**src/rtl/alu_share_arbiter.sv**
```systemverilog
// Round-robin share of one ALU between two valid/ready requesters; result returned ALU_LAT+1 cycles after accept.
// Backpressure: one op in flight; requesters stall outside IDLE, the response is held until its ready arrives.
module alu_share_arbiter #(
   parameter int unsigned ALU_LAT = 1,
   parameter int unsigned OPW     = 6,
   parameter int unsigned DW      = 32
) (
   input  logic           clk_i,
   input  logic           rst_i,
   input  logic           req0_valid_i,
   output logic           req0_ready_o,
   input  logic [OPW-1:0] req0_aluop_i,
   input  logic [DW-1:0]  req0_opa_i,
   input  logic [DW-1:0]  req0_opb_i,
   input  logic           req1_valid_i,
   output logic           req1_ready_o,
   input  logic [OPW-1:0] req1_aluop_i,
   input  logic [DW-1:0]  req1_opa_i,
   input  logic [DW-1:0]  req1_opb_i,
   output logic           resp0_valid_o,
   input  logic           resp0_ready_i,
   output logic           resp1_valid_o,
   input  logic           resp1_ready_i,
   output logic [DW-1:0]  resp_result_o,
   output logic [OPW-1:0] ALUop_o,
   output logic [DW-1:0]  operand_A_o,
   output logic [DW-1:0]  operand_B_o,
   input  logic [DW-1:0]  result_i,
   output logic           busy_o
);

   typedef enum logic [1:0] {IDLE, EXEC, RESP} state_e;

   state_e         state_q, state_d;
   logic           rr_q, rr_d;
   logic           owner_q, owner_d;
   logic [3:0]     cnt_q, cnt_d;
   logic [OPW-1:0] aluop_q, aluop_d;
   logic [DW-1:0]  opa_q, opa_d;
   logic [DW-1:0]  opb_q, opb_d;
   logic [DW-1:0]  result_q, result_d;
   logic           resp0_valid_q, resp0_valid_d;
   logic           resp1_valid_q, resp1_valid_d;
   logic           grant1;

   always_comb begin
      state_d       = state_q;
      rr_d          = rr_q;
      owner_d       = owner_q;
      cnt_d         = cnt_q;
      aluop_d       = aluop_q;
      opa_d         = opa_q;
      opb_d         = opb_q;
      result_d      = result_q;
      resp0_valid_d = resp0_valid_q;
      resp1_valid_d = resp1_valid_q;
      req0_ready_o  = 1'b0;
      req1_ready_o  = 1'b0;
      // rr_q only breaks ties; a lone valid requester always wins
      grant1        = req1_valid_i & (~req0_valid_i | rr_q);

      case (state_q)
         IDLE: begin
            if (req0_valid_i | req1_valid_i) begin
               req0_ready_o = ~grant1;
               req1_ready_o = grant1;
               owner_d      = grant1;
               aluop_d      = grant1 ? req1_aluop_i : req0_aluop_i;
               opa_d        = grant1 ? req1_opa_i   : req0_opa_i;
               opb_d        = grant1 ? req1_opb_i   : req0_opb_i;
               cnt_d        = 4'(ALU_LAT - 1);
               state_d      = EXEC;
            end
         end
         EXEC: begin
            if (cnt_q == 4'd0) begin
               result_d      = result_i;
               resp0_valid_d = ~owner_q;
               resp1_valid_d = owner_q;
               state_d       = RESP;
            end else begin
               cnt_d = cnt_q - 4'd1;
            end
         end
         RESP: begin
            if ((resp0_valid_q & resp0_ready_i) | (resp1_valid_q & resp1_ready_i)) begin
               resp0_valid_d = 1'b0;
               resp1_valid_d = 1'b0;
               rr_d          = ~owner_q;
               state_d       = IDLE;
            end
         end
         default: state_d = IDLE;
      endcase
   end

   always_ff @(posedge clk_i) begin
      if (rst_i) begin
         state_q       <= IDLE;
         rr_q          <= 1'b0;
         owner_q       <= 1'b0;
         cnt_q         <= 4'd0;
         aluop_q       <= '0;
         opa_q         <= '0;
         opb_q         <= '0;
         result_q      <= '0;
         resp0_valid_q <= 1'b0;
         resp1_valid_q <= 1'b0;
      end else begin
         state_q       <= state_d;
         rr_q          <= rr_d;
         owner_q       <= owner_d;
         cnt_q         <= cnt_d;
         aluop_q       <= aluop_d;
         opa_q         <= opa_d;
         opb_q         <= opb_d;
         result_q      <= result_d;
         resp0_valid_q <= resp0_valid_d;
         resp1_valid_q <= resp1_valid_d;
      end
   end

   assign ALUop_o       = aluop_q;
   assign operand_A_o   = opa_q;
   assign operand_B_o   = opb_q;
   assign resp_result_o = result_q;
   assign resp0_valid_o = resp0_valid_q;
   assign resp1_valid_o = resp1_valid_q;
   assign busy_o        = (state_q != IDLE);

endmodule

```
**config.mk**
```make
export PLATFORM = sky130hd
export DESIGN_NAME = alu_share_arbiter
export DESIGN_NICKNAME = d
export VERILOG_FILES = /design/src/rtl/alu_share_arbiter.sv
export SDC_FILE = /design/constraint.sdc
export NUM_CORES = 1
export LEC_CHECK = 0
export ABC_AREA = 1
export CAP_MARGIN = 10
export CORE_AREA = 10 10 128 130
export CTS_CLUSTER_DIAMETER = 150
export DETAILED_ROUTE_END_ITERATION = 10
export DIE_AREA = 0 0 138 140
export GPL_TIMING_DRIVEN = 1
export PLACE_DENSITY = 0.76
export SYNTH_ARGS = -nofsm -noshare
export SYNTH_HDL_FRONTEND = slang
export SYNTH_SLANG_ARGS = --single-unit
```
**constraint.sdc**
```tcl
create_clock -name clk_i -period 1.4 [get_ports clk_i]
set_clock_uncertainty 0.05 [all_clocks]
set_input_delay 0.21 -clock clk_i [delete_from_list [all_inputs] [get_ports clk_i]]
set_output_delay 0.21 -clock clk_i [all_outputs]
set_load 0.005 [all_outputs]
```
==> results.md, run 1 <==
- Status: complete, but fails checks
- Failing checks: setup timing
- Fin. max-slew vios: 0
- Placed cell areas: 7770 um2
- NetSw: 4.79 mW
- Sum of negative setup slack: -4.15 ns
- RePlAce Congestion: between 0.8 and 0.9
- RSZ-0062 raised after global routing: yes
- Non-filler cells, final: 1116
- Largest net degree at the start of global routing: 42
- Clk pwr share: 0.183
- Sequential element share of the synthesized area: 0.499
- Num CTS Buffers: 9
- CTS tree: yes
- HPWL after DPL: 13900 um
- Worst Path Arrival: 1.73 ns
- Internal: 8.85 mW
- Die height: about 140 um
- Vias per Instance: 4.76
- Syn Nets: 787
- Design area: just under 9000 um2
- CTS max path bufs: 2
- I/O Buffers: about 280
- Worst-path clk slew: approximately 0.070 ns
- Mean Syn Cell Area: 7.40 um2
- DRT iter0 DRCs: 150
- N_diodes: 0
- Library cells used by synthesis: 26
- ANT nets after route: 0
- Final Cycle Share: 1.07
- Critical path class: reg2reg
- Worst hold path class: in2reg
- Pwr/cell area: 1560 nW/um2
- Mapped Cells: 607
- CTS Hold Bufs: 0
- Fin worst setup slack: -0.100 ns
- #FFs+latches synth: 112
- Routed len/inst: 18.1 um
- Hold Path Stages: 3
- CTS HTree Levels: 3
- VDD IR max: 0.690 mV
- Mapped cell area: 4490 um2
- Die X: 138 um
- Via count: 5309
- Max_slew headroom: 0.798
- Clock Tree Root: clkbuf_16
- Final hold violation count: 0
- Final setup fails: 68
- Grt total ovfl: 0
- Full die area: 19300 um2
- Nets: 1111
- Post-Route WL: between 20000 and 25000 um
- DRC violations left: 0
- CORE AREA: 13800 um2
- First-pass GRT wire length: about 28000 um
- Worst-Skew Late Latency: approximately 0.34 ns
- Worst-path maximum fanout: 7
- Max Fclk: 667 MHz
- IO Pins: 285
- Worst-Margin Slew: 0.303 ns
- Lkg Pwr: 4.20 nW
- Gate power share: 0.471
- Row count: 43
- Synth Warn #: 0
- Initial antenna violation count: 0
- P&R area growth vs syn: 94.6%
- CTS Sinks: 112
- Required time of the critical path: 1.63 ns
- R2R cell count: 10
- Startpoint Class: flop
- Share of cells above drive strength 1: 0.189
- Placed Instances: around 1100
- Power share of the sequential group: 0.346
- Sw Share: 0.351
- Number of global-route vias before repair: 5032
- Initial core utilization: 0.326
- Total of max-cap violations: 0
- TritonRoute pass-1 iters: 4
- All-Layer GR Usage: 0.176
- Critical Path End Type: flop
- Period minus WS final: 1.50 ns
==> metrics by stage <==
stage               power, mW  utilization  setup slack [ns]  hold WS, ns
finish                   13.6        0.635            -0.100        0.385
global placement         10.3        0.564            -0.484        0.388
CTS                      12.5        0.585            -0.101        0.350
global route             14.5        0.635            -0.188        0.387
floorplan                6.90            -            0.0567        0.270
detailed placement       10.3        0.564            -0.498        0.395
==> routing by layer <==
metal  vias up  global-route usage  share of wire
met5         -                   0              0
met2       231               0.295           0.49
met4         0              0.0555          0.020
met3        25              0.0771          0.097
met1      2420               0.197           0.39
li1       2633                   -              -
==> cells in the mapped netlist <==
cell type  count  area [um2]
a21boi_4       1        18.8
a21o_1         1        7.51
a21oi_1       10        50.1
buf_1          1        3.75
buf_2         21         105
buf_4          3        22.5
buf_6          4        45.0
clkbuf_1       8        30.0
clkinv_1       2        7.51
dfxtp_1      112        2240
ha_1           2        25.0
inv_1         13        48.8
inv_2          3        11.3
nand2_1      140         526
nand2_2        1        6.26
nand3_1       73         365
nand3_2        1        10.0
nor2_1       101         379
nor2_2         1        6.26
nor2_4         3        33.8
nor3_1         2        10.0
nor3_2         1        10.0
o21ai_0       72         360
o21ai_1       29         145
o21ai_4        1        16.3
or2_2          1        6.26
==> flip-flops by register name, summed over array words and instances (netlist names) <==
name,count
ALUop_o,6
cnt_q,4
operand_A_o,32
operand_B_o,32
owner_q,1
resp0_valid_o,1
resp1_valid_o,1
resp_result_o,32
rr_q,1
state_q,2
==> logic make-up after synthesis <==
kind of cell / after synthesis / synth area share
compound gates: 114 / 0.133
fa+ha+maj: 2 / 0.00557
buf+inv: 55 / 0.0610
flops: 112 / 0.499
simple gates: 324 / 0.301
==> repair_timing <==
action / 4_1_cts / 5_1_grt
pin swaps: 3 / 23
endpoints found under the setup margin: 181 / 95
gates resized for setup: 171 / 128
cloned: 1 / 13
buffers inserted: 9 / 7
==> final cells by class <==
| type | instances | area [um2] |
|---|---|---|
| fillers | 1215 | 5030 |
| repair buffers | 350 | 3570 |
| clock inverters | 5 | 31.3 |
| inverters | 18 | 75.1 |
| multi-input cells | 440 | 2330 |
| flip-flops and latches | 112 | 2250 |
| well taps | 180 | 225 |
| clock buffers | 11 | 253 |
==> cell usage in the layout (no fill, tap or decap), drive strengths merged, types with 6 or more instances in the layout <==
cell,count
clkdlybuf4s50,176
nand2,141
dfxtp,112
dlygate4sd2,105
nor2,105
o21ai,102
nand3,74
buf,61
clkbuf,19
inv,16
a21oi,10
clkinv,6
==> worst max-delay path: stages, from the launching register on <==
cell     delay [ns]
dfxtp_2        0.36
nor2_4         0.05
buf_6          0.12
buf_6          0.11
o21ai_4        0.07
inv_2          0.07
nor2_4         0.17
buf_6          0.16
buf_12         0.15
nand2_1        0.06
nand3_1        0.08
==> final timing paths <==
check        slack, ns           start         endpoint
max              -0.10      state_q[0]       ALUop_o[1]
min               0.39  req1_opa_i[30]  operand_A_o[30]
max reg2reg      -0.10      state_q[0]       ALUop_o[1]
min reg2reg       0.40  operand_A_o[0]   operand_A_o[0]
==> power groups by stage <==
| stage | sequential (mW) | clock, mW | combinational [mW] |
|---|---|---|---|
| final | 4.72 | 2.50 | 6.43 |
| after global routing | 4.83 | 2.68 | 6.98 |
| after CTS | 4.62 | 2.58 | 5.32 |
| after detailed placement | 4.71 | 0 | 5.63 |
| after global placement | 4.68 | 0 | 5.57 |
| after floorplan | 4.78 | 0 | 2.12 |
Note: power is estimated with default switching activity, not from simulation.
==> run 2, diff against run 1 <==
--- a/config.mk
+++ b/config.mk
@@ -7,12 +7,11 @@
 export LEC_CHECK = 0
 export ABC_AREA = 1
 export CAP_MARGIN = 10
-export CORE_AREA = 10 10 128 130
+export CORE_AREA = 10 10 117 119
 export CTS_CLUSTER_DIAMETER = 150
 export DETAILED_ROUTE_END_ITERATION = 10
-export DIE_AREA = 0 0 138 140
-export GPL_TIMING_DRIVEN = 1
-export PLACE_DENSITY = 0.76
+export DIE_AREA = 0 0 127 129
+export DONT_BUFFER_PORTS = 1
 export SYNTH_ARGS = -nofsm -noshare
 export SYNTH_HDL_FRONTEND = slang
 export SYNTH_SLANG_ARGS = --single-unit
==> run 2 against run 1 <==
The flow finishes with violations (hold timing, setup timing). Combinational power decreased by 29%. Sequential share of layout area increased by 5.3 points. Final cell count decreased by 19%. Worst hold slack got worse by 0.39 ns. Wire length increased by 0.64%. Setup slack improved by 0.017 ns. Clock-buffer cell count decreased by 1. Fmax increased by 1.2%. Critical path depth decreased by 5. Die area decreased by 15%. Sequential power increased by 9.1%. Clock power increased by 6%. Largest cell class is now multi-input combinational cells.
==> results.md, run 2 (synthesized netlist as in run 1, its figures left out) <==
- Worst-Skew Late Latency: 0.35 ns
- Final hold violation count: 4
- Lkg Pwr: 3.18 nW
- Startpoint Class: flop
- Total of max-cap violations: 0
- First-pass GRT wire length: 26500 um
- Required time of the critical path: 1.14 ns
- Nets: 933
- Worst hold path class: in2reg
- ANT nets after route: 0
- Critical Path End: req0_ready_o
- Post-Route WL: 20300 um
- All-Layer GR Usage: 0.201
- Via count: ~5100
- Worst Path Arrival: 1.22 ns
- Initial core utilization: 0.397
- Non-filler cells, final: about 910
- WP depth: 5
- Multi-input gate area: 2430 um2
- Max Fclk: 674 MHz
- Critical Path End Type: primary output
- Fin. max-slew vios: 0
- Worst-path clk slew: 0.08 ns
- Status: complete, but fails checks
- Worst Setup SP: rr_q
- Initial antenna violation count: 4
- Origin of the critical flop-to-flop path: state_q[1]
- DRC violations left: 0
- CTS Sinks: 112
- Worst-Margin Slew: around 0.33 ns
- Row count: 39
- I/O Buffers: 0
- CTS tree: yes
- CORE AREA: 11300 um2
- Die X: 127 um
- Die height: 129 um
- Vias per Instance: 5.69
- Pwr/cell area: 1700 nW/um2
- R2R setup slack: -0.05 ns
- Commonest non-fill, non-tap cell in the layout: dlygate4sd3_1
- Critical path class: reg2out
- Slowest cell on crit path: dfxtp_2
- Period minus WS final: 1.48 ns
- Critical-path cell list: buf_6 > a21boi_4 > nand2_1 > inv_2 > buf_12
- Share of cells above drive strength 1: 0.253
- RSZ-0062 raised after global routing: yes
- P&R area growth vs syn: 61.4%
- Cell family with most CP delay: flip-flops
- RePlAce Congestion: 0.758
- Num CTS Buffers: 9
- Register area: 2250 um2
- HPWL after DPL: roughly 11000 um
- VDD IR max: 0.870 mV
- CTS HTree Levels: 3
- Fill count: ~860
- Crit path buffers/inverters: 3
- Failing checks: hold timing, setup timing
- R2R cell count: 8
- DRT iter0 DRCs: 294
- Clock Tree Root: clkbuf_16
- Final Power: between 10 and 15 mW
- Routed len/inst: 22.4 um
- R2R Path End: operand_A_o[29]
- Core Util, Final: 0.640
- Placed Instances: 733
- Grt total ovfl: 0
- Largest net degree at the start of global routing: 35
- Final Hold Slack: -0.00775 ns
- TritonRoute pass-1 iters: 5
- Max_slew headroom: 0.779
- IO Pins: 285
- Number of global-route vias before repair: 5001
- Final setup fails: 36
- Full die area: 16400 um2
- CTS max path bufs: 2
- Worst-path maximum fanout: 7
- Final Cycle Share: 1.06
- Most frequent cells in the layout: dlygate4sd3_1, dfxtp_1, nor2_1, nand2_1, nand3_1
- Fin worst setup slack: -0.0833 ns
- Slowest stage delay, CP: ~0.34 ns
## run 2: cell type report
class / instances / area share
Clock inverter: 6 / 0.00949
Clock buffer: 10 / 0.0330
Multi-Input combinational cell: 440 / 0.336
Sequential cell: 112 / 0.310
Tap cell: 143 / 0.0247
Inverter: 18 / 0.0107
Timing Repair Buffer: 172 / 0.275
Antenna cell: 4 / 0.00138
## run 2: worst min path at each step
stage / from / to / slack, ns / cells past startpoint
final: result_i[5] / resp_result_o[5] / -0.008 / 2
after global routing: req1_opa_i[15] / operand_A_o[15] / 0.002 / 2
after global placement: rst_i / resp1_valid_o / 0.24 / 1
after floorplan: req1_opb_i[25] / operand_B_o[25] / 0.27 / 2
after CTS: req1_opa_i[6] / operand_A_o[6] / 0.002 / 2
after detailed placement: rst_i / state_q[1] / 0.24 / 1
## run 2: per-stage QoR
| stage | TNS, ns | setup slack (ns) | hold slack [ns] | cell area [um2] |
|---|---|---|---|---|
| 6_report | -0.812 | -0.0833 | -0.00775 | 7250 |
| 5_1_grt | -4.10 | -0.131 | 0.00162 | 7250 |
| 4_1_cts | -0.203 | -0.0688 | 0.00192 | 6530 |
| 3_5_place_dp | -0.0857 | -0.0171 | 0.235 | 4720 |
| 3_3_place_gp | -0.00268 | -0.00268 | 0.236 | 4720 |
| 2_1_floorplan | 0 | 0.0567 | 0.270 | 4490 |
## run 2: metal layers
metal / global-route usage / share of wire / up-vias / wire length (um)
li1: - / - / 2277 / -
met1: 0.199 / 0.33 / 2399 / 6650
met2: 0.342 / 0.51 / 389 / 10300
met3: 0.0912 / 0.12 / 83 / 2350
met4: 0.115 / 0.048 / 0 / 965
met5: 0 / 0 / - / 0
## run 2: timing repair
item / in CTS / in global routing
pin swaps: 5 / 24
resized for setup: 19 / 177
gates cloned: 5 / 7
setup endpoints to repair: 40 / 108
hold endpoints to repair: 93 / 5
buffers inserted: 14 / 3
hold buffers: 119 / 5
## run 2: worst register-to-register path, cell delays in order (launching register included)
cell     delay [ns]
dfxtp_2        0.34
nor2_4         0.16
buf_6          0.14
inv_6          0.04
nor3_4         0.20
buf_12         0.15
buf_12         0.16
nand2_2        0.08
nand3_2        0.08
## run 2: report_power, final
group	internal [mW]	total [mW]	leakage, nW	switching [mW]
clock	1.45	2.65	0.149	1.21
sequential	4.17	5.15	0.924	0.980
combinational	2.15	4.55	2.11	2.41
==> run 3, diff against run 2 <==
--- a/config.mk
+++ b/config.mk
@@ -12,6 +12,7 @@
 export DETAILED_ROUTE_END_ITERATION = 10
 export DIE_AREA = 0 0 127 129
 export DONT_BUFFER_PORTS = 1
+export MAX_ROUTING_LAYER = met4
 export SYNTH_ARGS = -nofsm -noshare
 export SYNTH_HDL_FRONTEND = slang
 export SYNTH_SLANG_ARGS = --single-unit
==> run 3 against run 2 <==
The flow still finishes with violations (hold timing, setup timing). Register-to-register slack is essentially flat. Critical path depth is the same. Total power shrank 1.2%. Core utilization shrank 1.1 points. Fmax grew 1.3%. Critical path type unchanged.
==> results.md, run 3 (synthesized netlist as in run 1, its figures left out) <==
- Worst-Margin Slew: 0.331 ns
- HPWL after DPL: approximately 11000 um
- Origin of the critical flop-to-flop path: state_q[1]
- Worst-path maximum fanout: 7
- Critical path class: reg2out
- Full die area: approximately 16000 um2
- CTS tree: yes
- R2R Path End: operand_B_o[5]
- Crit path buffers/inverters: 3
- Routed len/inst: 21.8 um
- Number of global-route vias before repair: 5007
- Hold Path End: resp_result_o[5]
- Share of cells above drive strength 1: 0.218
- Status: complete, but fails checks
- Total of max-cap violations: 0
- Via count: 5031
- GRT busiest layer: met2
- CORE AREA: 11300 um2
- Worst Path Arrival: 1.20 ns
- Num CTS Buffers: 9
- Clock Tree Root: clkbuf_16
- First-pass GRT wire length: 26500 um
- DRT iter0 DRCs: roughly 370
- Met2 usage: 0.342
- ANT nets after route: 0
- CTS HTree Levels: 3
- All-Layer GR Usage: 0.207
- Max_slew headroom: 0.779
- Failing checks: hold timing, setup timing
- Lkg Pwr: 3.05 nW
- Slowest stage delay, CP: 0.34 ns
- Initial core utilization: 0.397
- Worst hold path class: in2reg
- Critical Path End Type: primary output
- Core Util, Final: 0.629
- Cell family with most CP delay: flip-flops
- Worst-path clk slew: 0.07 ns
- Fin. max-slew vios: 0
- Slowest cell on crit path: dfxtp_2
- CTS Sinks: 112
- Pwr/cell area: 1710 nW/um2
- Nets: between 900 and 1000
- DRC violations left: 0
- VDD IR max: 0.868 mV
- TritonRoute pass-1 iters: 5
- Hold_sp: result_i[5]
- Row count: 39
- WP depth: 5
- Final Cycle Share: 1.05
- Post-Route WL: 19700 um
- Initial antenna violation count: 3
- Period minus WS final: between 1 and 1.5 ns
- Final setup fails: 16
- Most frequent cells in the layout: dlygate4sd3_1, dfxtp_1, nor2_1, nand2_1, nand3_1
- Vias per Instance: 5.57
- Fill count: 872
- Met3 Use GR: 0.0739
- Die height: 129 um
- Grt total ovfl: 0
- Startpoint Class: flop
- Largest net degree at the start of global routing: 35
- R2R setup slack: -0.06 ns
- RSZ-0062 raised after global routing: yes
- Final hold violation count: 2
- Final Hold Slack: -0.00778 ns
- Required time of the critical path: 1.14 ns
- RePlAce Congestion: 0.768
- Met1 usage: 0.210
- Hold Path Stages: 2
- Commonest non-fill, non-tap cell in the layout: dlygate4sd3_1
- Max Fclk: 683 MHz
- IO Pins: 285
- P&R area growth vs syn: 58.5%
- Worst-Skew Late Latency: ~0.34 ns
- R2R cell count: 9
- Die X: around 130 um
- CTS max path bufs: 2
- Critical-path cell list: buf_6 > a21boi_4 > nand2_1 > inv_2 > buf_12
- I/O Buffers: 0
- Fin worst setup slack: -0.0646 ns
## run 3: cell types whose count changed in the layout (fill, tap and decap cells not counted), sizes merged
cell,previous run,this run
diode,4,3
## run 3: where the power goes
| group | switching, mW | internal (mW) |
|---|---|---|
| registers | 0.957 | 4.17 |
| logic | 2.35 | 2.12 |
| clock network | 1.16 | 1.44 |
| total | 4.47 | 7.74 |
## run 3: worst max path at each step
stage / startpoint / end / slack (ns)
2_1_floorplan: cnt_q[0] / resp_result_o[10] / 0.06
3_3_place_gp: state_q[1] / operand_B_o[27] / -0.003
3_5_place_dp: cnt_q[0] / resp_result_o[11] / -0.02
4_1_cts: rr_q / req0_ready_o / -0.07
5_1_grt: state_q[1] / cnt_q[3] / -0.12
6_report: rr_q / req0_ready_o / -0.06
## run 3: area by class of cell
class / count / area [um2] / share of cell area
multi-input combinational: 440 / 2310 / 0.324
sequential: 112 / 2250 / 0.316
timing repair buffer: 172 / 1990 / 0.279
clock buffer: 10 / 239 / 0.0336
tap: 143 / 179 / 0.0251
inverter: 18 / 77.6 / 0.0109
clock inverter: 6 / 68.8 / 0.00967
antenna: 3 / 7.51 / 0.00105
## run 3: metrics by stage
stage / total power, mW / TNS, ns / instance area [um2] / worst slack [ns] / std cells
global placement: 7.80 / -0.00268 / 4720 / -0.00268 / 733
global route: 13.0 / -3.42 / 7120 / -0.118 / 904
floorplan: 6.90 / 0 / 4490 / 0.0567 / 607
CTS: 11.4 / -0.203 / 6530 / -0.0688 / 887
detailed placement: 7.91 / -0.0857 / 4720 / -0.0171 / 733
finish: 12.2 / -0.275 / 7120 / -0.0646 / 904
## run 3: repair_timing
action / CTS / global route
hold buffers: 119 / 5
setup buffers: 14 / 3
gates resized for setup: 19 / 145
setup endpoints to repair: 40 / 108
endpoints found under the hold margin: 93 / 5
pin swaps: 5 / 22
cloned: 5 / 7
## run 3: layer usage
layer / part of all wire / wire length (um)
met2: 0.50 / 9900
met4: 0.046 / 901
met3: 0.12 / 2340
met1: 0.33 / 6530
met5: 0 / 0
